--- src/rtl/uart_tx_param.sv ---
// Parametrised UART transmitter with an internal baud divider and a small TX queue.
// Frames leave back-to-back while the queue holds data; every output is registered.
module uart_tx_param #(
  parameter int CLK_FREQ   = 100000000,
  parameter int BAUD       = 9600,
  parameter int DATA_BITS  = 8,
  parameter int PARITY     = 0,
  parameter int STOP_BITS  = 1,
  parameter int FIFO_DEPTH = 4
) (
  input  logic                          sysclk,
  input  logic                          reset,
  input  logic                          TX_EN,
  input  logic [DATA_BITS-1:0]          TX_DATA,
  output logic                          TX_STATUS,
  output logic                          TX_BUSY,
  output logic                          TX_OVERRUN,
  output logic [$clog2(FIFO_DEPTH):0]   FIFO_COUNT,
  output logic                          UART_TX
);

  localparam int DIV = CLK_FREQ / BAUD;
  localparam int CW  = $clog2(DIV);
  localparam int AW  = $clog2(FIFO_DEPTH);
  localparam int BW  = $clog2(DATA_BITS);

  localparam logic [CW-1:0] DIV_LAST  = CW'(DIV - 1);
  localparam logic [BW-1:0] BIT_LAST  = BW'(DATA_BITS - 1);
  localparam logic          STOP_LAST = 1'(STOP_BITS - 1);
  localparam logic [AW:0]   FULL      = (AW + 1)'(FIFO_DEPTH);

  typedef enum logic [2:0] {
    S_IDLE,
    S_START,
    S_DATA,
    S_PARITY,
    S_STOP
  } state_t;

  state_t state;
  state_t state_nxt;

  logic [CW-1:0]        baud_cnt;
  logic [BW-1:0]        bit_cnt;
  logic                 stop_cnt;
  logic [DATA_BITS-1:0] shreg;
  logic                 par_bit;
  logic [DATA_BITS-1:0] mem [FIFO_DEPTH];
  logic [AW-1:0]        wr_ptr;
  logic [AW-1:0]        rd_ptr;
  logic [AW:0]          count_nxt;
  logic                 tick;
  logic                 push;
  logic                 pop;
  logic                 tx_nxt;

  function automatic logic calc_parity(input logic [DATA_BITS-1:0] d);
    return (PARITY == 1) ? ~^d : ^d;
  endfunction

  assign tick = (baud_cnt == DIV_LAST);
  // A full queue refuses the write even when the FSM pops on the same edge.
  assign push = TX_EN & TX_STATUS;

  always_comb begin
    count_nxt = FIFO_COUNT;
    if (push && !pop) begin
      count_nxt = FIFO_COUNT + (AW + 1)'(1);
    end else if (pop && !push) begin
      count_nxt = FIFO_COUNT - (AW + 1)'(1);
    end
  end

  always_comb begin
    state_nxt = state;
    pop       = 1'b0;
    tx_nxt    = UART_TX;
    unique case (state)
      S_IDLE: begin
        if (FIFO_COUNT != '0) begin
          pop       = 1'b1;
          tx_nxt    = 1'b0;
          state_nxt = S_START;
        end
      end
      S_START: begin
        if (tick) begin
          tx_nxt    = shreg[0];
          state_nxt = S_DATA;
        end
      end
      S_DATA: begin
        if (tick) begin
          if (bit_cnt == BIT_LAST) begin
            if (PARITY != 0) begin
              tx_nxt    = par_bit;
              state_nxt = S_PARITY;
            end else begin
              tx_nxt    = 1'b1;
              state_nxt = S_STOP;
            end
          end else begin
            tx_nxt = shreg[0];
          end
        end
      end
      S_PARITY: begin
        if (tick) begin
          tx_nxt    = 1'b1;
          state_nxt = S_STOP;
        end
      end
      S_STOP: begin
        // Chain straight into the next start bit so queued frames have no idle gap.
        if (tick && (stop_cnt == STOP_LAST)) begin
          if (FIFO_COUNT != '0) begin
            pop       = 1'b1;
            tx_nxt    = 1'b0;
            state_nxt = S_START;
          end else begin
            state_nxt = S_IDLE;
          end
        end
      end
      default: state_nxt = S_IDLE;
    endcase
  end

  always_ff @(posedge sysclk) begin
    if (reset) begin
      state <= S_IDLE;
    end else begin
      state <= state_nxt;
    end
  end

  always_ff @(posedge sysclk) begin
    if (reset) begin
      baud_cnt   <= '0;
      bit_cnt    <= '0;
      stop_cnt   <= 1'b0;
      wr_ptr     <= '0;
      rd_ptr     <= '0;
      FIFO_COUNT <= '0;
      TX_STATUS  <= 1'b1;
      TX_BUSY    <= 1'b0;
      TX_OVERRUN <= 1'b0;
      UART_TX    <= 1'b1;
    end else begin
      baud_cnt   <= ((state == S_IDLE) || tick) ? '0 : baud_cnt + CW'(1);
      bit_cnt    <= (state != S_DATA) ? '0 : (tick ? bit_cnt + BW'(1) : bit_cnt);
      stop_cnt   <= (state != S_STOP) ? 1'b0 : (stop_cnt ^ tick);
      if (push) begin
        wr_ptr <= wr_ptr + AW'(1);
      end
      if (pop) begin
        rd_ptr <= rd_ptr + AW'(1);
      end
      FIFO_COUNT <= count_nxt;
      TX_STATUS  <= (count_nxt != FULL);
      TX_BUSY    <= (state_nxt != S_IDLE) || (count_nxt != '0);
      TX_OVERRUN <= TX_EN & ~TX_STATUS;
      UART_TX    <= tx_nxt;
    end
  end

  // Payload storage and shifter carry no reset; pointers and state qualify them.
  always_ff @(posedge sysclk) begin
    if (push) begin
      mem[wr_ptr] <= TX_DATA;
    end
    if (pop) begin
      shreg   <= mem[rd_ptr];
      par_bit <= calc_parity(mem[rd_ptr]);
    end else if (((state == S_START) || (state == S_DATA)) && tick) begin
      shreg <= shreg >> 1;
    end
  end

endmodule
--- config.mk ---
export PLATFORM = sky130hd
export DESIGN_NAME = uart_tx_param
export DESIGN_NICKNAME = d
export VERILOG_FILES = /design/src/rtl/uart_tx_param.sv
export SDC_FILE = /design/constraint.sdc
export NUM_CORES = 1
export LEC_CHECK = 0
export BUFFER_PORTS_ARGS = -buffer_cell sky130_fd_sc_hd__buf_2
export CAP_MARGIN = 25
export CORE_AREA = 2 2 92 72
export DETAILED_ROUTE_END_ITERATION = 6
export DIE_AREA = 0 0 94 74
export PLACE_DENSITY = 0.75
export SLEW_MARGIN = 0
export SYNTH_ARGS = -nofsm -noshare
export SYNTH_HDL_FRONTEND = slang
export SYNTH_SLANG_ARGS = --single-unit
--- constraint.sdc ---
create_clock -name sysclk -period 2.55 [get_ports sysclk]
set_input_delay 0.255 -clock sysclk [delete_from_list [all_inputs] [get_ports sysclk]]
set_output_delay 0.255 -clock sysclk [all_outputs]
set_load 0.005 [all_outputs]
# --- Word level (Yosys, flattened, before mapping) ---
# Memory sizes are Yosys's and may differ from the RTL's. A register that Yosys moved wholly into a read port is not among the register bits.
# Index checks and enable logic that the tools add are counted.
classes:
  addsub: 6
  n_bitwise: 5
  eq_ne: 13
  n_mux: 26
  n_reduce_logical: 19
op_table:
  columns: ["operator", "count"]
  rows:
  - ["3-bit two-way mux", 8]
  - ["8-bit two-way mux", 2]
  - ["3-bit one-hot mux with 5 select lines", 1]
  - ["14-bit by 1-bit adder with 14-bit output (second input constant)", 1]
  - ["14-bit == test (second input constant)", 1]
  - ["1-bit two-way mux", 11]
  - ["3-bit nonzero test", 3]
  - ["2-bit != test (second input constant)", 4]
  - ["3-bit by 1-bit adder with 3-bit output (second input constant)", 2]
  - ["3-bit by 2-bit == test with 1-bit output (second input constant)", 2]
  - ["3-bit == test (second input constant)", 2]
  - ["3-bit != test (second input constant)", 2]
  - ["2-bit OR reduction", 3]
  - ["1-bit one-hot mux with 5 select lines", 1]
  - ["5-bit AND reduction", 1]
  - ["5-bit nonzero test", 1]
  - ["2-bit by 1-bit adder with 2-bit output (second input constant)", 2]
  - ["1-bit logical AND", 4]
  - ["2-bit two-way mux", 2]
  - ["3-bit by 1-bit == test with 1-bit output (second input constant)", 1]
  - ["3-bit zero test", 1]
  - ["1-bit logical OR", 3]
  - ["3-bit by 2-bit != test with 1-bit output (second input constant)", 1]
  - ["3-bit by 1-bit subtractor with 3-bit output (second input constant)", 1]
  - ["6 further kinds", 9]
totals:
  inputBits: 11
  ff_bits: 40
  ramBits: 32
  word_cells: 82
  out_inout_bits: 7
  memories: 1
mem_list:
  columns: ["name", "words", "word_bits", "read_ports", "rd_clocked_by_memory_dff", "wr", "line_no", "text"]
  rows:
  - ["mem", 4, 8, 1, 1, 1, "48", "logic [DATA_BITS-1:0] mem [FIFO_DEPTH];"]

# --- Longest topological paths before layout ---
# Gate-level depths: netlist of the first run.
depth:
  word_depth: 9
  depth_mapped: 10
  mapped_depth_nobuf: 10

# --- Worst setup path before layout of the first run ---
# OpenSTA, ideal clock, no wires.
synth_path:
  path_type: "register -> register"
  startpoint: "register baud_cnt[0]"
  endpoint: "register shreg[0], enable pin"
  t_arrival_ns: 2.076
  stages_incl_launch_ff: 10
  setup_ns: 0.387
  slack_ns: 0.088
  required_ns: 2.163
  n_path_buf: 1
  synth_period_minus_slack_ns: 2.462
  path_cell_list: "dfxtp_1 > ha_1 > and4_1 > nand4_4 > inv_2 > ha_1 > nand2b_1 > nand3_1 > clkbuf_1 > o31ai_1"
synth_between:
  elab_chain_cells: 5
  elab_cells_between_ends: 6
  cone_classes: "1 x eq/ne; 2 x mux; 3 x reduce/logical"
synth_lines:
  columns: ["item", "line_no", "text"]
  rows:
  - ["start: declaration", "43", "logic [CW-1:0] baud_cnt;"]
  - ["start signal: assignment", "150", "baud_cnt <= ((state == S_IDLE) || tick) ? '0 : baud_cnt + CW'(1);"]
  - ["14-bit == test *", "61", "assign tick = (baud_cnt == DIV_LAST);"]
  - ["1-bit logical AND", "115", "if (tick && (stop_cnt == STOP_LAST)) begin"]
  - ["1-bit two-way mux", "115", null]
  - ["1-bit one-hot mux with 2 select lines", "78", "unique case (state)"]
  - ["2-bit nonzero test (no line) *", null, null]
  - ["end signal: assignment", "173", "shreg <= mem[rd_ptr];"]
  - ["end signal: assignment", "176", "shreg <= shreg >> 1;"]
  - ["end: declaration", "46", "logic [DATA_BITS-1:0] shreg;"]
# Every way passes the cells marked *; elsewhere a longest branch is shown, timed or not.
# A chain may end at the register's enable or synchronous reset.

# --- Final worst setup path of the first run ---
layout_path:
  startpoint: "register baud_cnt[0]"
  endpoint: "register shreg[7], enable pin"
# Same word-level chain as after synthesis.

==> results of run 1 <==
final cells by class:
type | instances | area [µm²] | share of cell area (%)
multi-input combinational | 154 | 1220 | 34.13
sequential | 74 | 1882 | 52.64
clock inverter | 7 | 83.83 | 2.345
tap | 81 | 101.3 | 2.835
timing repair buffer | 23 | 130.1 | 3.640
clock buffer | 9 | 123.9 | 3.465
inverter | 9 | 33.78 | 0.9450
power by group through the flow:
| stage | registers, mW | clock network, mW | logic, mW |
|---|---|---|---|
| after global placement | 1.69 | 0 | 0.846 |
| after detailed placement | 1.70 | 0 | 0.886 |
| final | 1.67 | 0.951 | 0.946 |
| after floorplan | 1.62 | 0 | 0.722 |
| after global routing | 1.70 | 1.02 | 1.04 |
| after CTS | 1.68 | 0.967 | 0.893 |
cell usage after synthesis, types with 2 or more instances:
cell type,n,area share (%)
dfxtp_1,34,22
xnor2_1,7,1.9
nand3_1,3,0.48
o21ai_0,3,0.48
buf_2,4,0.64
o21a_1,2,0.48
o211ai_1,2,0.48
nor3_1,3,0.48
ha_1,12,4.8
a21oi_1,6,0.95
nor2_1,25,3.0
and3_1,5,0.99
nand4_1,4,0.79
nand2b_1,3,0.60
mux2i_1,2,0.64
or3_1,2,0.40
nand2_1,24,2.9
mux4_2,8,5.7
clkbuf_1,4,0.48
a311oi_1,2,0.56
and2_1,3,0.60
inv_1,8,0.95
edfxtp_1,40,38
xor2_1,10,2.8
mux2_2,7,2.5
critical path, stage by stage, from the launching register on:
cell	delay, ps
dfxtp_1	360
ha_1	210
and4_2	300
nand4_4	130
inv_2	100
ha_1	180
nand2b_4	150
nand3_1	150
buf_4	240
o31ai_2	130
buf_4	230
per-stage QoR:
stage	total power, mW	setup WS, ps
after floorplan	2.339	87.95
after CTS	3.537	33.67
after detailed placement	2.589	57.48
after global routing	3.760	-24.42
final	3.569	82.13
after global placement	2.537	210.3
cell families after synthesis:
group | after synthesis | synth area share [%]
AOI/OAI and AO/OA | 23 | 5.242
adders and majority gates | 12 | 4.766
and+or+nand+nor | 85 | 14.50
muxes | 17 | 8.856
DFF | 74 | 59.73
xor gates and xnor gates | 17 | 4.726
buffers and inverters | 17 | 2.184
cells in the final DEF (no fill, tap or decap), drive strengths merged, types with 3 or more instances in the layout:
cell / n
clkinv: 4
inv: 9
xnor2: 7
dfxtp: 34
mux4: 8
edfxtp: 40
nand3: 3
o21ai: 3
mux2: 7
nor4: 3
buf: 23
nand2: 24
and2: 3
clkbuf: 9
nand4: 5
a21oi: 6
nand2b: 3
and3: 5
xor2: 10
ha: 12
nor2: 26
nor3: 3
routing by layer:
metal | routed length, µm | up-vias | track usage (%)
li1 | - | 940 | -
met1 | 2683 | 949 | 23.67
met2 | 2500 | 46 | 26.35
met3 | 303 | 9 | 6.890
met4 | 68 | 0 | 5.797
met5 | 0 | - | 0
state kept, by name, summed over array words and instances, names as in the netlist, 2 cells and up, named ones only:
name        count
rd_ptr          2
wr_ptr          2
shreg           8
state           3
baud_cnt       14
bit_cnt         3
FIFO_COUNT      3
mem            32
timing repair:
action,4_1_cts,5_1_grt
gates resized for setup,0,6
setup buffers,0,1
setup endpoints to repair,0,5
how the worst max path moves through the flow:
stage               end  slack [ps]
6_report       shreg[7]          80
5_1_grt         TX_BUSY         -20
4_1_cts        shreg[2]          30
3_5_place_dp   shreg[4]          60
3_3_place_gp   shreg[4]         210
2_1_floorplan  shreg[0]          90
==> results.py, run 1 <==
metrics = {
    "floorplanning": {
        "die_y_um": 74,
        "dieArea_mm2": 0.006956,
        "io_pins": 18,
        "die_w_um": 94,
        "initial_core_util_pct": 51.65,
        "core_area_mm2": 0.006100,
        "num_rows": 25,
    },
    "setup_path": {
        "timing.rr.end": "shreg[7]",
        "start_kind": "flop",
        "r2r_start": "baud_cnt[0]",
        "crit_path_end_kind": "flop",
        "timing.critical_path.from": "baud_cnt[0]",
        "arrival_ps": 2530,
        "r2r_slack_ps": 80,
        "reg2regPathDepth": 10,
        "setup.worst_path.class": "reg2reg",
        "required_ps": 2610,
        "critPathMaxFanout": 12,
    },
    "power": {
        "p_int_mw": 2.527,
        "p_clk_share_pct": 26.6,
        "p_per_area_mw_per_mm2": 998.4,
        "p_leak_nw": 1.301,
        "power.switching_mw": 1.041,
        "sequentialPowerShare_pct": 46.8,
        "p_comb_share_pct": 26.5,
        "p_sw_share_pct": 29.18,
        "peakVddDrop_uv": 569.0,
    },
    "detailed_routing": {
        "wire_per_inst_um": 15.56,
        "vias": 1944,
        "routed_wl_um": 5555,
        "viasPerCell": 5.445,
        "ant_nets": 0,
        "dr.pass1.iters": 4,
        "drt_iter0_markers": 96,
        "route.detailed.drc": 0,
    },
    "min_path": {
        "hold_start": "TX_DATA[5]",
        "whs_path_depth": 1,
        "hold_class": "in2reg",
        "hold_path_end": "mem[0][5]",
    },
    "timing": {
        "layout_min_cycle_time_ps": 2468,
        "tightestPinTransition_ps": 535.4,
        "drv_slew": 0,
        "max_freq_mhz": 405.2,
        "hold_violations": 0,
        "fin_crit_sh_pct": 96.78,
        "max-slew-margin-rel_pct": 64.26,
        "finalSetupTns_ps": 0,
        "whs_ps": 124.9,
        "clock_skew_ps": 7.200,
        "setup_viol": 0,
    },
    "global_routing": {
        "antenna_found_initial": 0,
        "grt_max_degree": 18,
        "grt_remaining_overflow": 0,
        "grt_pass1_vias": 1865,
        "grt_use_total_pct": 17.52,
        "grt_pass1_wl_um": 9087,
    },
    "synthesis": {
        "ys_types": 47,
        "synth_area_mm2": 0.003151,
        "synth-seq-cells": 74,
        "synth_fp_nets": 268,
        "yosys_warnings": 0,
        "syn_inst": 245,
        "syn_area_per_cell_um2": 12.86,
        "yosysSeqAreaShare_pct": 59.73,
        "synth-edff-count": 40,
        "synth_flop_cell": "edfxtp_1",
        "async_flop_share_pct": 0,
    },
    "clocking": {
        "cts_hold_buf": 0,
        "clockRootBuffer": "clkbuf_8",
        "cts_buffers": 9,
        "path_clk_slew_ps": 80,
        "htreeDepth": 3,
        "cts_tree": "yes",
        "clock_sinks": 74,
        "clk_latency_ps": 340,
        "clock_path_buffers": 2,
    },
    "placed_design": {
        "place_hpwl_um": 3830,
        "dpl_cell_area_mm2": 0.003324,
        "dp_cells": 338,
        "io_buffers": 17,
        "gp_congestion": 0.8155,
    },
    "cells_and_area": {
        "finalNonFillerCells": 357,
        "layout.core_utilization_pct": 58.61,
        "fin_area_mm2": 0.003575,
        "area_growth_pct": 13.46,
        "finalNetCount": 294,
        "diodes": 0,
        "drive_above_1_share_pct": 23.55,
        "n_fill_cell": 485,
    },
    "run_status": {
        "status": "finished, final reports clean",
    },
    "flow_run": {
        "maxCapViolations": 0,
    },
}
No activity file was read; power rests on OpenSTA's default activity.
==> run 2: changes to the inputs <==
--- a/config.mk
+++ b/config.mk
@@ -7,10 +7,10 @@
 export LEC_CHECK = 0
 export BUFFER_PORTS_ARGS = -buffer_cell sky130_fd_sc_hd__buf_2
 export CAP_MARGIN = 25
-export CORE_AREA = 2 2 92 72
+export CORE_AREA = 2 2 95 74
 export DETAILED_ROUTE_END_ITERATION = 6
-export DIE_AREA = 0 0 94 74
-export PLACE_DENSITY = 0.75
+export DIE_AREA = 0 0 97 76
+export PLACE_DENSITY = 0.7
 export SLEW_MARGIN = 0
 export SYNTH_ARGS = -nofsm -noshare
 export SYNTH_HDL_FRONTEND = slang
==> results.py, run 2 (synthesis gave the netlist of run 1 again) <==
metrics = {
    "run_status": {
        "status": "finished, final reports clean",
    },
    "setup_path": {
        "crit_buf_inv": 1,
        "cp_top_family": "simple AND/OR/NAND/NOR gates",
        "start_kind": "flop",
        "r2r_slack_ps": 190,
        "critPathMaxStageDelay_ps": 360,
        "critPathMaxFanout": 5,
        "required_ps": 2780,
        "cp_common_cell": "ha_1",
        "setup.worst_path.class": "reg2reg",
        "cp_slowest_cell": "dfxtp_1",
        "reg2regPathDepth": 10,
        "r2r_start": "baud_cnt[0]",
        "crit_path_end_kind": "flop",
        "arrival_ps": 2590,
        "timing.rr.end": "TX_BUSY",
        "crit_chain": "ha_1, and4_4, nand4_4, inv_2, ha_1, nand2b_4, nand4_1, o22ai_2, a311oi_1, a2111o_1",
    },
    "cells_and_area": {
        "finalNonFillerCells": 359,
        "finalNetCount": 293,
        "final_cell_mix": "edfxtp_1, dfxtp_1, nor2_1, nand2_1, buf_2",
        "area_growth_pct": 13.82,
        "final_common_cell": "edfxtp_1",
        "regMostFlops": "mem",
        "largest_register_ffs": 32,
        "reg_top3": "mem: 32 flops, baud_cnt: 14 flops, shreg: 8 flops",
        "drive_above_1_share_pct": 23.64,
        "diodes": 0,
    },
    "timing": {
        "max-slew-margin-rel_pct": 63.60,
        "setup_viol": 0,
        "hold_violations": 0,
        "rsz0062_at_grt": "false",
        "max_freq_mhz": 423.5,
        "tightestPinTransition_ps": 541.0,
        "clock_skew_ps": 9.181,
        "drv_slew": 0,
        "finalSetupTns_ps": 0,
        "layout_min_cycle_time_ps": 2361,
        "fin_crit_sh_pct": 92.60,
    },
    "detailed_routing": {
        "ant_nets": 0,
        "route.detailed.drc": 0,
        "routed_wl_um": 5377,
        "vias": 1890,
        "drt_iter0_markers": 127,
        "wire_per_inst_um": 14.98,
        "dr.pass1.iters": 5,
        "viasPerCell": 5.265,
    },
    "global_routing": {
        "grt_max_degree": 18,
        "antenna_found_initial": 0,
        "grt_use_total_pct": 15.96,
        "grt_pass1_vias": 1860,
        "grt_pass1_wl_um": 9170,
        "grt_remaining_overflow": 0,
    },
    "power": {
        "p_per_area_mw_per_mm2": 993.8,
        "p_leak_nw": 1.302,
        "peakVddDrop_uv": 537.3,
    },
    "placed_design": {
        "io_buffers": 17,
        "place_hpwl_um": 3762,
        "dp_cells": 342,
        "gp_congestion": 0.7646,
    },
    "floorplanning": {
        "die_w_um": 97,
        "dieArea_mm2": 0.007372,
        "io_pins": 18,
        "num_rows": 26,
        "die_y_um": 76,
        "initial_core_util_pct": 48.18,
        "core_area_mm2": 0.006539,
    },
    "clocking": {
        "clock_sinks": 74,
        "htreeDepth": 3,
        "path_clk_slew_ps": 70,
        "cts_buffers": 9,
        "cts_hold_buf": 0,
        "cts_tree": "yes",
        "clockRootBuffer": "clkbuf_8",
        "cts_resized": 0,
        "clock_path_buffers": 2,
        "clk_latency_ps": 340,
        "cts_setup_buffers": 0,
    },
    "min_path": {
        "hold_path_end": "mem[2][7]",
        "hold_class": "in2reg",
        "whs_path_depth": 1,
        "hold_start": "TX_DATA[7]",
    },
    "flow_run": {
        "maxCapViolations": 0,
    },
}
-- run 2: changes by cell type in the layout (fill, tap and decap cells not counted), sizes merged --
cell    delta
clkbuf     +3
clkinv     -3
buf        -1
-- run 2: power breakdown --
group          total (mW)  internal (mW)  switching (mW)
Clock               0.994          0.580           0.414
Combinational       0.905          0.460           0.445
Sequential           1.66           1.52           0.146
Total                3.56           2.56            1.01
-- run 2: cell type report --
class	instances	area, µm²
fillers	525	2953
flip-flops and latches	74	1882
multi-input cells	154	1221
clock buffers	12	145.1
repair buffers	22	122.6
well taps	84	105.1
clock inverters	4	76.32
inverters	9	33.78
-- run 2: metal layers --
layer  global-route usage, %  vias up  routed length [µm]
li1                        -      944                   -
met1                   22.30      897                2628
met2                   23.40       43                2371
met3                   5.780        6                 306
met4                   5.070        0                  70
met5                       0        -                   0
-- run 2: worst register-to-register path: stages (launching register included) --
cell,delay [ps]
dfxtp_1,360
ha_1,210
and4_4,270
nand4_4,150
inv_2,100
ha_1,160
nand2b_4,140
nand4_1,240
o22ai_2,260
a311oi_1,80
a2111o_1,290
-- run 2: worst max path at each step --
| stage | from | depth (start not counted) | endpoint | slack [ps] |
|---|---|---|---|---|
| final | baud_cnt[0] | 10 | TX_BUSY | 190 |
| after global routing | baud_cnt[0] | 10 | TX_BUSY | 5 |
| after CTS | baud_cnt[0] | 10 | shreg[5] | 20 |
| after detailed placement | baud_cnt[0] | 10 | shreg[2] | 40 |
| after global placement | baud_cnt[0] | 9 | shreg[4] | 160 |
| after floorplan | baud_cnt[0] | 9 | shreg[0] | 90 |
-- run 2: metrics by stage --
step	total power [mW]	area (µm²)	setup WS, ps	hold WS (ps)	util [%]
finish	3.564	3586	188.8	126.7	54.84
detailed placement	2.578	3333	43.63	440.0	50.98
global route	3.773	3586	5.175	111.5	54.84
floorplan	2.339	3151	87.95	353.9	-
global placement	2.542	3328	158.8	429.2	50.90
CTS	3.569	3555	23.44	113.8	54.36
==> run 3: changes to the inputs <==
--- a/config.mk
+++ b/config.mk
@@ -5,12 +5,15 @@
 export SDC_FILE = /design/constraint.sdc
 export NUM_CORES = 1
 export LEC_CHECK = 0
+export ABC_AREA = 1
 export BUFFER_PORTS_ARGS = -buffer_cell sky130_fd_sc_hd__buf_2
 export CAP_MARGIN = 25
-export CORE_AREA = 2 2 95 74
+export CELL_PAD_IN_SITES_DETAIL_PLACEMENT = 2
+export CELL_PAD_IN_SITES_GLOBAL_PLACEMENT = 2
+export CORE_AREA = 2 2 114 89
 export DETAILED_ROUTE_END_ITERATION = 6
-export DIE_AREA = 0 0 97 76
-export PLACE_DENSITY = 0.7
+export DIE_AREA = 0 0 116 91
+export PLACE_DENSITY = 0.75
 export SLEW_MARGIN = 0
 export SYNTH_ARGS = -nofsm -noshare
 export SYNTH_HDL_FRONTEND = slang
==> results.py, run 3 <==
metrics = {
    "detailed_routing": {
        "ant_nets": 0,
        "wire_per_inst_um": 16.14,
        "routed_wl_um": 8231,
        "vias": 2456,
        "dr.pass1.iters": 4,
        "viasPerCell": 4.816,
        "route.detailed.drc": 0,
        "drt_iter0_markers": 119,
    },
    "global_routing": {
        "grt_remaining_overflow": 0,
        "grt_use_total_pct": 17.02,
        "grt_pass1_vias": 2610,
        "grt_pass1_wl_um": 13380,
        "antenna_found_initial": 0,
        "grt_max_degree": 18,
    },
    "timing": {
        "tightestPinTransition_ps": 472.4,
        "setup_viol": 0,
        "whs_ps": 141.2,
        "clock_skew_ps": 5.085,
        "layout_min_cycle_time_ps": 2324,
        "max-slew-margin-rel_pct": 68.47,
        "rsz0062_at_grt": "false",
        "drv_slew": 0,
        "fin_crit_sh_pct": 91.13,
        "hold_violations": 0,
        "finalSetupTns_ps": 0,
        "max_freq_mhz": 430.3,
    },
    "floorplanning": {
        "initial_core_util_pct": 34.40,
        "io_pins": 18,
        "die_w_um": 116,
        "num_rows": 31,
        "dieArea_mm2": 0.01056,
        "die_y_um": 91,
        "core_area_mm2": 0.009387,
    },
    "placed_design": {
        "place_hpwl_um": 5980,
        "gp_congestion": 0.7530,
        "dp_cells": 493,
        "io_buffers": 17,
    },
    "synthesis": {
        "yosys_warnings": 0,
        "synth_area_leaders": "edfxtp_1, dfxtp_1, nand2_1, nor2_1, ha_1",
        "syn_area_per_cell_um2": 9.443,
        "synth_flop_cell": "edfxtp_1",
        "synth-seq-cells": 74,
        "async_flop_share_pct": 0,
        "yosysSeqAreaShare_pct": 58.27,
        "synth-edff-count": 40,
        "synth_common_cells": "nand2_1, nor2_1, edfxtp_1",
        "synthMostInstantiatedCell": "nand2_1",
        "ys_types": 37,
        "synth_top_cell_by_area": "edfxtp_1",
        "syn_inst": 342,
        "synth_top_area_share_pct": 37.19,
        "synth_area_mm2": 0.003229,
        "synth_fp_nets": 365,
    },
    "power": {
        "power.switching_mw": 1.449,
        "p_sw_share_pct": 34.93,
        "p_int_mw": 2.700,
        "p_comb_share_pct": 30.5,
        "p_clk_share_pct": 29.5,
        "sequentialPowerShare_pct": 40.0,
        "p_leak_nw": 1.565,
        "peakVddDrop_uv": 441.1,
        "p_per_area_mw_per_mm2": 1088,
        "power.total_mw": 4.149,
    },
    "cells_and_area": {
        "drive_above_1_share_pct": 15.34,
        "n_fill_cell": 1053,
        "regMostFlops": "mem",
        "largest_register_ffs": 32,
        "reg_top3": "mem: 32 flops, baud_cnt: 14 flops, shreg: 8 flops",
        "finalNonFillerCells": 510,
        "final_common_cell": "nand2_1",
        "diodes": 0,
        "final_cell_mix": "nand2_1, nor2_1, edfxtp_1, dfxtp_1, inv_1",
        "finalNetCount": 396,
        "area_growth_pct": 18.09,
    },
    "clocking": {
        "clockRootBuffer": "clkbuf_16",
        "cts_tree": "yes",
        "clock_sinks": 74,
        "clk_latency_ps": 330,
        "cts_buffers": 9,
        "clock_path_buffers": 2,
        "path_clk_slew_ps": 60,
        "htreeDepth": 3,
    },
    "min_path": {
        "hold_path_end": "mem[3][1]",
        "whs_path_depth": 1,
        "hold_start": "TX_DATA[1]",
        "hold_class": "in2reg",
    },
    "setup_path": {
        "critPathMaxFanout": 10,
        "r2r_slack_ps": 230,
        "crit_path_end_kind": "flop",
        "timing.rr.end": "TX_BUSY",
        "setup.worst_path.class": "reg2reg",
        "reg2regPathDepth": 16,
        "r2r_start": "baud_cnt[0]",
        "start_kind": "flop",
        "required_ps": 2780,
        "arrival_ps": 2550,
    },
    "run_status": {
        "status": "finished, final reports clean",
    },
    "flow_run": {
        "maxCapViolations": 0,
    },
}
run 3: changes by cell type after synthesis, moves of 5 or more:
cell and delta:
nand2_1 +49, inv_1 +26, nor2_1 +23, o21ai_0 +20, nand3_1 +9, mux4_2 -8
a21oi_1 +7, mux2_2 -7, xor2_1 -7, o22ai_1 +6, xnor2_1 -6, and3_1 -5
run 3: cells by family after synthesis:
logic type               after synthesis  synth area share, %
buffers and inverters                 43                5.385
flip-flops                            74                58.27
adder cells (fa/ha/maj)               12                4.649
AND/OR/NAND/NOR                      156                21.58
XOR/XNOR                               4                1.085
AO/OA/AOI/OAI                         53                9.028
run 3: area by class of cell:
class                      count  area (µm²)  area share, %
timing repair buffer          26       156.4          4.101
clock buffer                   9       225.2          5.906
multi-input combinational    225        1186          31.10
tap                          132       165.2          4.331
clock inverter                 7       60.06          1.575
inverter                      37       138.9          3.642
sequential                    74        1882          49.34
run 3: power groups by stage:
stage	clock (mW)	combinational (mW)	sequential [mW]
after floorplan	0	0.835	1.65
after global placement	0	1.18	1.66
after detailed placement	0	1.26	1.68
after CTS	1.26	1.28	1.66
after global routing	1.30	1.47	1.68
final	1.22	1.27	1.66
run 3: how the worst max path moves through the flow:
stage                     start  cells after the start  slack, ps       end
detailed placement  baud_cnt[0]                     17        100   TX_BUSY
finish              baud_cnt[0]                     16        230   TX_BUSY
global placement    baud_cnt[0]                     16        260   TX_BUSY
global route        baud_cnt[0]                     16          2   TX_BUSY
CTS                 baud_cnt[0]                     16         60   TX_BUSY
floorplan           baud_cnt[0]                     11        260  shreg[0]
run 3: repair_timing:
action | 4_1_cts | 5_1_grt
gates resized for setup | 0 | 4
buffers inserted | 0 | 1
hold buffers | 0 | 0
endpoints found under the setup margin | 0 | 5
run 3: routing by layer:
metal | GRT usage [%] | vias to the layer above | part of all wire, %
met5 | 0 | - | 0
li1 | - | 1201 | -
met1 | 21.58 | 1220 | 46
met2 | 28.41 | 26 | 51
met3 | 4.673 | 9 | 2.4
met4 | 4.762 | 0 | 0.92
run 3: stage by stage:
step / area, µm² / utilization (%) / setup WS, ps
floorplan: 3229 / - / 256.2
global placement: 3505 / 37.34 / 261.4
detailed placement: 3505 / 37.34 / 102.4
CTS: 3790 / 40.38 / 56.81
global route: 3814 / 40.63 / 2.142
finish: 3814 / 40.63 / 226.2
run 3: worst max-delay path: stages, from the launching register on:
cell,delay (ps)
dfxtp_1,360
ha_1,220
nand3_2,140
nor2_4,140
nand2_4,100
inv_2,120
ha_1,150
inv_1,40
nand2_1,100
nand2_2,60
nor2_2,110
buf_6,170
nand3_4,80
nand3_1,130
nand2_1,70
o21ai_1,160
nand2_1,70
